--- src/rtl/static_reg_group_if.sv ---
// Static register bus between the group mux (master) and one register group (slave).
interface static_reg_group_if;
    logic        scan_id;
    logic        static_wen;
    logic        static_ren;
    logic [19:0] static_addr;
    logic [31:0] static_wdata;
    logic [31:0] static_rdata;
    logic        static_ready;

    modport master (
        output scan_id, static_wen, static_ren, static_addr, static_wdata,
        input  static_rdata, static_ready
    );

    modport slave (
        input  scan_id, static_wen, static_ren, static_addr, static_wdata,
        output static_rdata, static_ready
    );
endinterface

--- src/rtl/static_reg_group.sv ---
// One register group on the static bus: R/W config bank plus read-only status bank,
// fixed-latency access answered with a registered one-cycle ready pulse.
module static_reg_group #(
    parameter logic [1:0]  GROUP_ID      = 2'b00,
    parameter int          NUM_REGS      = 16,
    parameter int          ACCESS_LAT    = 2,
    parameter logic [31:0] RESET_VAL     = 32'h0000_0000,
    parameter logic [31:0] BAD_ADDR_DATA = 32'hDEAD_BEEF
) (
    input  logic                     clk,
    input  logic                     rst,
    static_reg_group_if.slave        bus,
    output logic [NUM_REGS*32-1:0]   cfg_out,
    input  logic [NUM_REGS*32-1:0]   status_in
);
    localparam int          IDX_W      = $clog2(NUM_REGS);
    localparam logic [3:0]  LAT_LOAD   = (ACCESS_LAT > 0) ? 4'(ACCESS_LAT - 1) : 4'd0;
    localparam logic [15:0] NUM_REGS_W = 16'(NUM_REGS);

    typedef enum logic [1:0] {
        IDLE = 2'd0,
        WAIT = 2'd1,
        RESP = 2'd2,
        DONE = 2'd3
    } state_t;

    state_t                 state_r;
    state_t                 state_nxt_s;
    logic                   bank_r;
    logic                   wr_r;
    logic [15:0]            idx_r;
    logic [31:0]            wdata_r;
    logic [3:0]             cnt_r;
    logic [NUM_REGS*32-1:0] cfg_r;
    logic                   ready_r;
    logic [31:0]            rdata_r;

    logic                   req_s;
    logic                   accept_s;
    logic                   in_range_s;
    logic                   cfg_we_s;
    logic                   ready_nxt_s;
    logic [31:0]            rdata_nxt_s;
    logic [IDX_W-1:0]       idx_sel_s;

    assign req_s      = bus.static_wen | bus.static_ren;
    assign idx_sel_s  = idx_r[IDX_W-1:0];
    // Range check uses the full word index so aliasing high indices are rejected.
    assign in_range_s = (idx_r < NUM_REGS_W);

    // Next-state decode plus the response data/write strobe produced in RESP.
    always_comb begin
        state_nxt_s = state_r;
        accept_s    = 1'b0;
        ready_nxt_s = 1'b0;
        rdata_nxt_s = 32'h0000_0000;
        cfg_we_s    = 1'b0;
        case (state_r)
            IDLE: begin
                if (req_s && (bus.static_addr[19:18] == GROUP_ID)) begin
                    accept_s = 1'b1;
                    if (ACCESS_LAT > 0) begin
                        state_nxt_s = WAIT;
                    end else begin
                        state_nxt_s = RESP;
                    end
                end else begin
                    state_nxt_s = IDLE;
                end
            end
            WAIT: begin
                if (cnt_r == 4'd0) begin
                    state_nxt_s = RESP;
                end else begin
                    state_nxt_s = WAIT;
                end
            end
            RESP: begin
                ready_nxt_s = 1'b1;
                state_nxt_s = DONE;
                if (wr_r) begin
                    cfg_we_s = ~bank_r & in_range_s;
                end else if (!in_range_s) begin
                    rdata_nxt_s = BAD_ADDR_DATA;
                end else if (bank_r) begin
                    rdata_nxt_s = status_in[{idx_sel_s, 5'b00000} +: 32];
                end else begin
                    rdata_nxt_s = cfg_r[{idx_sel_s, 5'b00000} +: 32];
                end
            end
            DONE: begin
                // Hold here until the master drops its request so it runs only once.
                if (!req_s) begin
                    state_nxt_s = IDLE;
                end else begin
                    state_nxt_s = DONE;
                end
            end
            default: begin
                state_nxt_s = IDLE;
            end
        endcase
    end

    // State register.
    always_ff @(posedge clk) begin
        if (rst) begin
            state_r <= IDLE;
        end else begin
            state_r <= state_nxt_s;
        end
    end

    // Request capture on accept and wait-cycle countdown.
    always_ff @(posedge clk) begin
        if (rst) begin
            bank_r  <= 1'b0;
            wr_r    <= 1'b0;
            idx_r   <= 16'h0000;
            wdata_r <= 32'h0000_0000;
            cnt_r   <= 4'd0;
        end else if (accept_s) begin
            bank_r  <= bus.scan_id;
            wr_r    <= bus.static_wen;
            idx_r   <= bus.static_addr[17:2];
            wdata_r <= bus.static_wdata;
            cnt_r   <= LAT_LOAD;
        end else if ((state_r == WAIT) && (cnt_r != 4'd0)) begin
            cnt_r <= cnt_r - 4'd1;
        end
    end

    // Config register bank.
    always_ff @(posedge clk) begin
        if (rst) begin
            cfg_r <= {NUM_REGS{RESET_VAL}};
        end else if (cfg_we_s) begin
            cfg_r[{idx_sel_s, 5'b00000} +: 32] <= wdata_r;
        end
    end

    // Registered response: rdata is zero whenever ready is low.
    always_ff @(posedge clk) begin
        if (rst) begin
            ready_r <= 1'b0;
            rdata_r <= 32'h0000_0000;
        end else begin
            ready_r <= ready_nxt_s;
            rdata_r <= rdata_nxt_s;
        end
    end

    assign bus.static_ready = ready_r;
    assign bus.static_rdata = rdata_r;
    assign cfg_out          = cfg_r;
endmodule

--- src/flat_wrapper.sv ---
// flat-port wrapper written by rule: the top's interface ports become plain ports
module static_reg_group_flat 
#(
    parameter logic [1:0]  GROUP_ID      = 2'b00,
    parameter int          NUM_REGS      = 16,
    parameter int          ACCESS_LAT    = 2,
    parameter logic [31:0] RESET_VAL     = 32'h0000_0000,
    parameter logic [31:0] BAD_ADDR_DATA = 32'hDEAD_BEEF
)
  (clk, rst, cfg_out, status_in, bus_scan_id, bus_static_wen, bus_static_ren, bus_static_addr, bus_static_wdata, bus_static_rdata, bus_static_ready);
  static_reg_group_if bus_i ();
  input  logic clk;
  input  logic rst;
  output logic [NUM_REGS*32-1:0] cfg_out;
  input  logic [NUM_REGS*32-1:0] status_in;
  input wire logic [$bits(bus_i.scan_id)-1:0] bus_scan_id;
  input wire logic [$bits(bus_i.static_wen)-1:0] bus_static_wen;
  input wire logic [$bits(bus_i.static_ren)-1:0] bus_static_ren;
  input wire logic [$bits(bus_i.static_addr)-1:0] bus_static_addr;
  input wire logic [$bits(bus_i.static_wdata)-1:0] bus_static_wdata;
  output wire logic [$bits(bus_i.static_rdata)-1:0] bus_static_rdata;
  output wire logic [$bits(bus_i.static_ready)-1:0] bus_static_ready;
  assign bus_i.scan_id = bus_scan_id;
  assign bus_i.static_wen = bus_static_wen;
  assign bus_i.static_ren = bus_static_ren;
  assign bus_i.static_addr = bus_static_addr;
  assign bus_i.static_wdata = bus_static_wdata;
  assign bus_static_rdata = bus_i.static_rdata;
  assign bus_static_ready = bus_i.static_ready;
  static_reg_group #(.GROUP_ID(GROUP_ID), .NUM_REGS(NUM_REGS), .ACCESS_LAT(ACCESS_LAT), .RESET_VAL(RESET_VAL), .BAD_ADDR_DATA(BAD_ADDR_DATA)) u_core (.clk(clk), .rst(rst), .bus(bus_i), .cfg_out(cfg_out), .status_in(status_in));
endmodule
--- config.mk ---
export PLATFORM = sky130hd
export DESIGN_NAME = static_reg_group_flat
export DESIGN_NICKNAME = d
export VERILOG_FILES = /design/src/rtl/static_reg_group_if.sv /design/src/rtl/static_reg_group.sv /design/src/flat_wrapper.sv
export SDC_FILE = /design/constraint.sdc
export NUM_CORES = 1
export LEC_CHECK = 0
export ABC_AREA = 1
export CAP_MARGIN = 20
export CORE_AREA = 5 5 426 428
export CTS_CLUSTER_DIAMETER = 50
export DETAILED_ROUTE_END_ITERATION = 8
export DIE_AREA = 0 0 431 433
export SYNTH_ARGS = -nofsm -noshare
export SYNTH_HDL_FRONTEND = slang
export SYNTH_SLANG_ARGS = --single-unit
--- constraint.sdc ---
create_clock -name clk -period 5.6 [get_ports clk]
set_input_delay 1.12 -clock clk [delete_from_list [all_inputs] [get_ports clk]]
set_output_delay 1.12 -clock clk [all_outputs]
set_load 0.1 [all_outputs]
==> reports/metrics.yaml <==
setup_viol: 0
cts_tree: "yes"
grt_pass1_wl_mm: 421.4
switching_share_pct: 33.05
p_leak_nw: 23.20
worstPathCellList: "inv_8 > ha_1 > inv_1 > nand3_1 > nor2_4 > buf_4 > inv_1 > nor2_2 > buf_4 > nor2_1 > nor2_1"
combPwrFrac_pct: 17.9
clk_path_buf_depth: 3
worst_pin_slew_ps: 1319
layout-drive-gt1-share_pct: 8.210
placed_cell_area_um2: 47470
final_net_count: 7427
maxCapViolations: 0
ant_nets: 0
htree_levels: 3
route.detailed.drc: 0
portBuffers: 1111
die_h_um: 433
crit_arrival_ps: 4770
hold_viol_final: 0
dp_slack_ps: 1712
synth_compound_gate_area_share_pct: 13.65
path_class: "reg -> reg"
root_buffer: "clkbuf_16"
coreArea_um2: 177500
initial_core_util_pct: 19.47
dieArea_um2: 186600
grt_pass1_vias: 42962
cp_slowest_cell: "dfxtp_4"
vias_per_cell: 4.930
max_slew_margin_pct: 11.17
fp-row-count: 155
wirelength_mm: 333.7
yosys.area_share.adder_pct: 0.1449
drt_iter0_markers: 5448
synth_edf_count: 0
cts_made_buffers: 117
critPathMaxFanout: 86
clock.fmax_ghz: 0.2450
detail_route.wl_per_cell_um: 35.60
synth_mux_area_share_pct: 0
drv_slew: 0
synth.yosys.seq_area_share_pct: 34.83
synthCells: 5964
cp_slowest_stage_delay_ps: 650
final_cells: 9373
finClkSkew_ps: 56.42
track_usage_pct: 33.95
ctsResizeCount: 0
grt_max_degree: 145
r2r_setup_slack_ps: 1520
num_io_pins: 1114
synth_top_family_by_area: "simple AND/OR/NAND/NOR gates"
worst_slack_ps: 1518
status: "finished, final reports clean"
fin_crit_sh_pct: 72.89
dr.pass1.iters: 8
rsz0062_at_grt: "no"
hold_class: "reg -> reg"
post-route-util_pct: 29.27
place_congestion: 0.9990
syn_area_um2: 34540
clk_latency_ps: 790
syn2layout_area_growth_pct: 50.36
internal_power_mw: 10.05
num-fill-cells: 20120
cp-start-kind: "register"
pwr-share-clk_pct: 52.6
fin_crit_ps: 4082
synth_xor_area_share_pct: 0.02535
placedCellCount: 9089
ys_seq_elements: 601
ys.flop_type: "dfxtp_1"
synthSimpleGateAreaFrac_pct: 37.74
p_sw_mw: 4.960
cts_setup_buffers: 0
via_count: 46211
antenna_found_initial: 110
finalSetupTns_ps: 0
final_cell_area_um2: 51940
cp.required_ps: 6290
pwr-share-seq_pct: 29.5
clkTransAtPathRegs_ps: 50
grt-ovfl-total: 0
hold_buffers: 0
dp_hpwl_mm: 272.9
clock_sinks: 601
ir_drop_mv: 0.2441
synth.avg_cell_area_um2: 5.792
power_density_nw_per_um2: 288.9
synth_warnings: 0
end_kind: "register"
synth_cell_types: 32
async_flop_share_pct: 0
fp.dieW_um: 431
synth_nets: 6537
-- critical path: cells and delay by family, from the launching register on --
kind | cells | cell delay [ps]
fa+ha+maj | 1 | 490
buf+inv | 5 | 1820
flops | 1 | 650
simple gates | 5 | 860
-- metal layers --
metal	vias up	track usage (%)	part of all wire, %	wire (um)
met5	-	0	0.088	295
met4	46	23.39	8.6	28540
met3	681	9.220	8.7	28900
met2	2638	52.36	44	145200
met1	22336	41.14	39	130700
li1	20510	-	-	-
-- cell usage after synthesis (4+ instances only) --
cell | instances | area [um^2]
nor3_1 | 123 | 615.6
inv_2 | 11 | 41.29
o22ai_1 | 4 | 25.02
nand4_1 | 36 | 225.2
nand3_1 | 582 | 2913
buf_2 | 40 | 200.2
clkbuf_1 | 343 | 1287
inv_1 | 782 | 2935
o21ai_0 | 443 | 2217
dfxtp_1 | 601 | 12030
o211ai_1 | 24 | 180.2
ha_1 | 4 | 50.05
nand2_1 | 1755 | 6588
a21oi_1 | 387 | 1937
a31oi_1 | 7 | 43.79
o21ai_1 | 58 | 290.3
nor2_1 | 681 | 2556
nor2_2 | 5 | 31.28
buf_1 | 54 | 202.7
-- worst paths after layout --
path	cells after the start	end	from
worst min-delay path	2	u_core.idx_r[5]	u_core.idx_r[5]
worst max register to register	11	u_core.cfg_out[144]	u_core.idx_r[0]
worst max-delay path	11	u_core.cfg_out[144]	u_core.idx_r[0]
worst min register to register	2	u_core.idx_r[5]	u_core.idx_r[5]
-- metrics by stage --
| stage | hold slack (ps) | total power [mW] |
|---|---|---|
| 6_report | 458.9 | 15.01 |
| 5_1_grt | 480.0 | 15.32 |
| 4_1_cts | 460.0 | 15.01 |
| 3_5_place_dp | 452.4 | 7.131 |
| 3_3_place_gp | 441.9 | 7.133 |
| 2_1_floorplan | 429.2 | 5.609 |
-- sequential cells by signal (all words and copies together), names as in the netlist --
register and flops:
u_core.cnt_r 4, u_core.bus.static_ready 1, u_core.bus.static_rdata 32, u_core.idx_r 16, u_core.cfg_out 512, u_core.wr_r 1
u_core.bank_r 1, u_core.state_r 2, u_core.wdata_r 32
-- kinds of logic after synthesis --
family / Yosys count
XOR/XNOR: 1
flip-flops: 601
buffers and inverters: 1236
AO/OA/AOI/OAI: 926
adder cells (fa/ha/maj): 4
AND/OR/NAND/NOR: 3196
-- cell type report --
cell class | instances | area, um^2 | share of cell area (%)
tap | 2355 | 2947 | 5.673
inverter | 796 | 3010 | 5.796
antenna | 63 | 157.7 | 0.3035
clock buffer | 135 | 3179 | 6.121
timing repair buffer | 1211 | 11580 | 22.29
sequential | 601 | 12040 | 23.19
multi-input combinational | 4127 | 17900 | 34.47
clock inverter | 85 | 1121 | 2.158
-- cell usage in the layout, fill, tap and decap left out, types with 12 or more instances in the layout --
master	n
clkinv_2	17
diode_2	63
clkbuf_16	120
nor3_1	121
clkbuf_8	12
buf_4	286
o21ai_1	58
o21ai_0	443
clkdlybuf4s50_1	905
nand3_1	579
inv_6	18
clkinvlp_4	16
dfxtp_1	597
nand2_1	1749
bufinv_16	19
o211ai_1	24
nor2_1	676
buf_12	18
inv_1	781
nand4_1	36
a21oi_1	387
-- power by group through the flow --
stage	combinational [mW]	sequential (mW)	clock [mW]
floorplan	1.10	4.51	0
global placement	2.62	4.52	0
detailed placement	2.61	4.52	0
CTS	2.62	4.43	7.96
global route	2.77	4.42	8.13
finish	2.69	4.43	7.89
(Power assumes the default switching activity.)
